## src/rtl/zx_pixel_serializer.sv

```systemverilog
// rtl/zx_pixel_serializer.sv - ZX video pixel serializer with attribute decode, flash and border port
module zx_pixel_serializer #(
    parameter int DW           = 8,
    parameter int FLASH_FRAMES = 16,
    parameter int BORDER_W     = 3
) (
    input  logic                CLK,
    input  logic                RESET,
    input  logic                PIX_CE,
    input  logic [DW-1:0]       Q,
    input  logic                LD_PIX,
    input  logic                LD_ATTR,
    input  logic                LOAD,
    input  logic                BL,
    input  logic                BORDER_EN,
    input  logic                FRAME,
    input  logic [3:0]          D,
    input  logic                WR_N,
    input  logic                IORQ_N,
    input  logic                A0,
    output logic                R,
    output logic                G,
    output logic                B,
    output logic                I,
    output logic                FLASH,
    output logic [BORDER_W-1:0] BORDER
);

    localparam int CW = $clog2(FLASH_FRAMES);

    logic [DW-1:0] pix_l;
    logic [7:0]    attr_l;
    logic [DW-1:0] shift_q;
    logic [7:0]    attr_s;
    logic [CW-1:0] flash_cnt;

    logic          port_sel;
    logic          sel_m;
    logic          sel_s;
    logic          sel_d;
    logic [3:0]    d_m;
    logic [3:0]    d_s;
    logic [3:0]    d_hold;

    logic          pix_bit;
    logic [2:0]    field;
    logic [3:0]    border_x;
    logic [3:0]    rgbi_next;
    logic          border_unused;

    // Only the low BORDER_W bits of the held CPU nibble reach the border register.
    assign border_unused = ^d_hold;

    // Byte latches filled from the video bus ahead of the next LOAD.
    always_ff @(posedge CLK or negedge RESET) begin
        if (!RESET) begin
            pix_l  <= '0;
            attr_l <= '0;
        end else if (PIX_CE) begin
            if (LD_PIX)  pix_l  <= Q;
            if (LD_ATTR) attr_l <= Q[7:0];
        end
    end

    // Shift stage: LOAD takes the pre-edge latch contents, otherwise shift MSB-first.
    always_ff @(posedge CLK or negedge RESET) begin
        if (!RESET) begin
            shift_q <= '0;
            attr_s  <= '0;
        end else if (PIX_CE) begin
            if (LOAD) begin
                shift_q <= pix_l;
                attr_s  <= attr_l;
            end else begin
                shift_q <= {shift_q[DW-2:0], 1'b0};
            end
        end
    end

    // Flash phase: counts frame pulses, toggles FLASH on each wrap.
    always_ff @(posedge CLK or negedge RESET) begin
        if (!RESET) begin
            flash_cnt <= '0;
            FLASH     <= 1'b0;
        end else if (FRAME) begin
            if (flash_cnt == CW'(FLASH_FRAMES - 1)) begin
                flash_cnt <= '0;
                FLASH     <= ~FLASH;
            end else begin
                flash_cnt <= flash_cnt + CW'(1);
            end
        end
    end

    assign port_sel = ~WR_N & ~IORQ_N & ~A0;

    // Bring the asynchronous CPU strobe and data into the clock domain together.
    always_ff @(posedge CLK or negedge RESET) begin
        if (!RESET) begin
            sel_m <= 1'b0;
            sel_s <= 1'b0;
            sel_d <= 1'b0;
            d_m   <= '0;
            d_s   <= '0;
        end else begin
            sel_m <= port_sel;
            sel_s <= sel_m;
            sel_d <= sel_s;
            d_m   <= D;
            d_s   <= d_m;
        end
    end

    // Track data during the strobe; commit the last value when the strobe ends.
    always_ff @(posedge CLK or negedge RESET) begin
        if (!RESET) begin
            d_hold <= '0;
            BORDER <= '0;
        end else begin
            if (sel_s) d_hold <= d_s;
            if (sel_d && !sel_s) BORDER <= d_hold[BORDER_W-1:0];
        end
    end

    assign border_x = 4'(BORDER);

    // Pixel decode and colour priority mux: blanking, then border, then ink/paper.
    always_comb begin
        pix_bit   = shift_q[DW-1] ^ (attr_s[7] & FLASH);
        field     = pix_bit ? attr_s[2:0] : attr_s[5:3];
        rgbi_next = {field[1], field[2], field[0], attr_s[6]};
        if (BL) begin
            rgbi_next = 4'b0000;
        end else if (BORDER_EN) begin
            rgbi_next = {border_x[1], border_x[2], border_x[0], border_x[3]};
        end
    end

    // Registered colour outputs, updated once per pixel.
    always_ff @(posedge CLK or negedge RESET) begin
        if (!RESET) begin
            {R, G, B, I} <= 4'b0000;
        end else if (PIX_CE) begin
            {R, G, B, I} <= rgbi_next;
        end
    end

endmodule

```

## config.mk

```make
export PLATFORM = sky130hd
export DESIGN_NAME = zx_pixel_serializer
export DESIGN_NICKNAME = d
export VERILOG_FILES = /design/src/rtl/zx_pixel_serializer.sv
export SDC_FILE = /design/constraint.sdc
export NUM_CORES = 1
export LEC_CHECK = 0
export ABC_AREA = 1
export ABC_CLOCK_PERIOD_IN_PS = 1400
export CAP_MARGIN = 20
export CORE_MARGIN = 2
export CORE_UTILIZATION = 35
export CTS_BUF_LIST = sky130_fd_sc_hd__clkbuf_8 sky130_fd_sc_hd__clkbuf_16
export DETAILED_ROUTE_END_ITERATION = 8
export GPL_TIMING_DRIVEN = 1
export SYNTH_ARGS = -nofsm -noshare
export SYNTH_HDL_FRONTEND = slang
export SYNTH_SLANG_ARGS = --single-unit
```

## constraint.sdc

```tcl
create_clock -name CLK -period 1.4 [get_ports CLK]
set_input_delay 0.42 -clock CLK [delete_from_list [all_inputs] [get_ports CLK]]
set_output_delay 0.42 -clock CLK [all_outputs]
set_load 0.05 [all_outputs]
```

* Word level (Yosys, flattened, before mapping) *
Cells that the tools add are included.

cells by class
  reduce and logical (&&, ||, !) cells = 6
  bitwise gates (word level) = 8
  multipliers = 0
  equal/unequal tests = 1
  shift operators = 0
  add/subtract/negate cells = 1
  mux-type cells = 5
  order comparisons = 0
  div/mod/pow operators = 0

operator list
  operator                                     number
  two-way mux 4 bit                            3
  two-way mux 8 bit                            1
  AND reduction 2 bit                          4
  adder 4 x 1 -> 4 bit, second input constant  1
  equality test 4 bit, second input constant   1
  NOT 1 bit                                    4
  bitwise AND 1 bit                            3
  two-way mux 3 bit                            1
  logical AND 1 bit                            1
  logical NOT 1 bit                            1
  bitwise XOR 1 bit                            1

storage, ports and cells
  RAM bits = 0
  output and inout port bits = 8
  input port bits = 24
  ROM bits = 0
  memories kept = 0
  latch bits = 0
  bits in registers = 56

* Longest topological paths before layout *
  word-level depth = 5
  depth in mapped cells = 7
  mapped depth without buffers = 7

* Worst setup path after synthesis *
No wires, ideal clock.

  path type = register to register
  from = register FLASH
  to = register B
  clock period less this slack = 1.261 ns
  arrival = 1.144 ns
  library setup time = 0.118 ns
  path buffers = 0
  slack = 0.139 ns
  stages on the path, launching flop included = 6
  path through = dfrtp_1 -> nand3_1 -> nand3_1 -> nand3_1 -> nand2_1 -> nand2_1

between the ends
  longest elaborated chain between the ends = 5

RTL lines
  what                    line  text
  start, declared         25    output logic FLASH,
  start signal, assigned  88    FLASH <= ~FLASH;
  bitwise AND 1 bit       129   pix_bit = shift_q[DW-1] ^ (attr_s[7] & FLASH);
  bitwise XOR 1 bit       129
  two-way mux 3 bit       130   field = pix_bit ? attr_s[2:0] : attr_s[5:3];
  two-way mux 4 bit       134   end else if (BORDER_EN) begin
  two-way mux 4 bit       132   if (BL) begin
  end signal, assigned    144   {R, G, B, I} <= rgbi_next;
  end, declared           23    output logic B,

No other way between the ends.
A chain may end at the register's enable or synchronous reset.

* Worst setup path after layout *
  from = register FLASH
  to = output port FLASH

No word-level cell between the ends.

==> impl_metrics.env <==
export IMPL_status="completed"
export IMPL_holdBufCountCts=0
export IMPL_hold_class="input pin to asynchronous set/reset pin"
export IMPL_ios=32
export IMPL_yosys_warnings=0
export IMPL_synthToLayoutAreaGrowth_pct=29.15
export IMPL_synth_cell_type_count=17
export IMPL_min_period_ns=1.350
export IMPL_antenna_found_initial=0
export IMPL_path_delay_family="flip-flops"
export IMPL_crit_path_start_kind="flip-flop"
export IMPL_tritoncts="yes"
export IMPL_slowest_delay_ns=0.46
export IMPL_die_h_um=82.62
export IMPL_multi_input_area_sq_um=640.6
export IMPL_final_cell_mix="56 x dfrtp_1, 49 x nand2_1, 33 x o21ai_0"
export IMPL_swShare=0.2969
export IMPL_drt_total_wl_um=3860
export IMPL_cts_root_buf="clkbuf_8"
export IMPL_syn_nets=240
export IMPL_clkPwrFrac=0.210
export IMPL_grt_first_pass_wirelength_um=6410
export IMPL_rsz0062_at_grt="false"
export IMPL_synth_area_sq_mm=0.002163
export IMPL_dpl_hpwl_um=2809
export IMPL_clock_sinks=56
export IMPL_track_usage=0.1236
export IMPL_fill_cells=578
export IMPL_p_comb_frac=0.246
export IMPL_layout_drive_gt1_share=0.1395
export IMPL_critPathMaxFanout=4
export IMPL_post_cts_resized=0
export IMPL_share_seq_of_total_power=0.544
export IMPL_post_cts_setup_buffers=0
export IMPL_relSlewSlack=0.8089
export IMPL_register_area_sq_mm=0.001401
export IMPL_dieArea_sq_mm=0.006826
export IMPL_vias_per_cell=4.577
export IMPL_tightestPinTransition_ns=0.2867
export IMPL_drt_iter0_drc=52
export IMPL_fmax_mhz=740.6
export IMPL_min_period_over_period=0.9645
export IMPL_grt_max_degree=57
export IMPL_synth_seq_cells=56
export IMPL_cp_slowest_cell="dfrtp_1"
export IMPL_drc=0
export IMPL_place_area_sq_mm=0.002716
export IMPL_h_tree_depth=2
export IMPL_cp_buffers_inverters=1
export IMPL_drv_slew=0
export IMPL_avgSynthCellArea_sq_um=10.06
export IMPL_leakagePower_nw=1.349
export IMPL_start_util=0.3632
export IMPL_grt_pass1_vias=1466
export IMPL_setup_viol=0
export IMPL_critPathKind="flip-flop to output port"
export IMPL_clk_pin_slew_worst_paths_ns=0.09
export IMPL_core_area_sq_mm=0.005956
export IMPL_rows=28
export IMPL_overflow=0
export IMPL_finalSetupTns_ns=0
export IMPL_insertion_delay_ns=0.30
export IMPL_cts_buffers=5
export IMPL_globalplace_congestion=0.8228
export IMPL_ant_nets=0
export IMPL_p_int_mw=2.653
export IMPL_required_ns=0.98
export IMPL_clockBufferDepth=2
export IMPL_dr_pass1_iters=4
export IMPL_fp_dieW_um=82.62
export IMPL_final_common_cell="dfrtp_1"
export IMPL_worstPathArrival_ns=0.93
export IMPL_cp_end_kind="output port"
export IMPL_antenna_cells=0
export IMPL_ys_seq_area_frac=0.6478
export IMPL_finClkSkew_ns=0.007130
export IMPL_dr_total_vias=1524
export IMPL_max_vdd_ir_drop_mv=0.6275
export IMPL_wl_per_cell_um=11.59
export IMPL_switching_power_mw=1.120
export IMPL_hold_violations=0
export IMPL_cap_violations=0
export IMPL_reg2reg_slack_ns=0.25
export IMPL_power_density_mw_per_mm2=1350
export IMPL_fin_area_sq_mm=0.002794
export IMPL_numPortBuffers=30
export IMPL_synthCells=215
export IMPL_path_cells="buf_12"
export IMPL_nets=283
power groups by stage:
stage	Combinational (mW)	Sequential [mW]	Clock, mW
floorplan	0.363	2.18	0
global route	1.03	2.08	0.894
global placement	0.914	2.07	0
finish	0.928	2.05	0.793
detailed placement	0.938	2.09	0
CTS	0.942	2.05	0.841
state kept, by name, summed over array words and instances, names as in the netlist:
name,flops
attr_l,8
attr_s,8
pix_l,8
shift_q,8
flash_cnt,4
BORDER,3
d_hold,3
d_m,3
d_s,3
B,1
FLASH,1
G,1
I,1
R,1
sel_d,1
sel_m,1
sel_s,1
metal layers:
metal | track usage | vias to the layer above | wire (um)
li1 | - | 770 | -
met1 | 0.1496 | 729 | 1781
met2 | 0.2194 | 23 | 1960
met3 | 0.01957 | 2 | 91
met4 | 0.04918 | 0 | 26
met5 | 0 | - | 0
path summary, 6_finish.rpt:
check / from / end / cells past startpoint
worst min register to register: sel_m / sel_s / 0
worst max-delay path: FLASH / FLASH / 1
worst min-delay path: RESET / d_s[1] / 2
min in group CLK: sel_m / sel_s / 0
worst max register to register: flash_cnt[0] / flash_cnt[3] / 5
max in group asynchronous: RESET / attr_l[2] / 2
layout make-up:
type                            instances  area share
Timing Repair Buffer                   41      0.1729
Clock buffer                            5     0.02463
Tap cell                               75     0.03359
Clock inverter                          2    0.003135
Multi-Input combinational cell        128      0.2293
Sequential cell                        56      0.5016
Inverter                               26     0.03493
kinds of logic after synthesis:
family	Yosys count	share of synthesized area
fa+ha+maj	1	0.005783
simple gates	71	0.1359
mux	8	0.04164
flops	56	0.6478
buf+inv	31	0.05610
compound gates	47	0.1087
xor+xnor	1	0.004049
per-stage QoR:
| stage | utilization | worst slack, ns | power [mW] | instances | hold WS, ns |
|---|---|---|---|---|---|
| 5_1_grt | 0.4691 | 0.001420 | 4.009 | 333 | 0.1332 |
| 2_1_floorplan | - | 0.1386 | 2.544 | 215 | 0.1244 |
| 3_3_place_gp | 0.4561 | -0.2113 | 2.987 | 326 | 0.3344 |
| 6_report | 0.4691 | 0.04968 | 3.772 | 333 | 0.1054 |
| 3_5_place_dp | 0.4561 | -0.2323 | 3.023 | 326 | 0.3356 |
| 4_1_cts | 0.4691 | 0.02920 | 3.837 | 333 | 0.1066 |
synthesized netlist by cell type, drive strengths merged:
cell type / number / share of area
mux2: 8 / 0.042
clkbuf: 3 / 0.0052
nor3b: 1 / 0.0035
or2: 1 / 0.0029
xor2: 1 / 0.0040
ha: 1 / 0.0058
nor2: 8 / 0.014
a21oi: 14 / 0.032
nand3: 9 / 0.021
nor3: 2 / 0.0046
nand2: 50 / 0.090
dfrtp: 56 / 0.65
o21ai: 33 / 0.076
inv: 26 / 0.045
buf: 2 / 0.0058
Power figures use the tool's default switching activity.
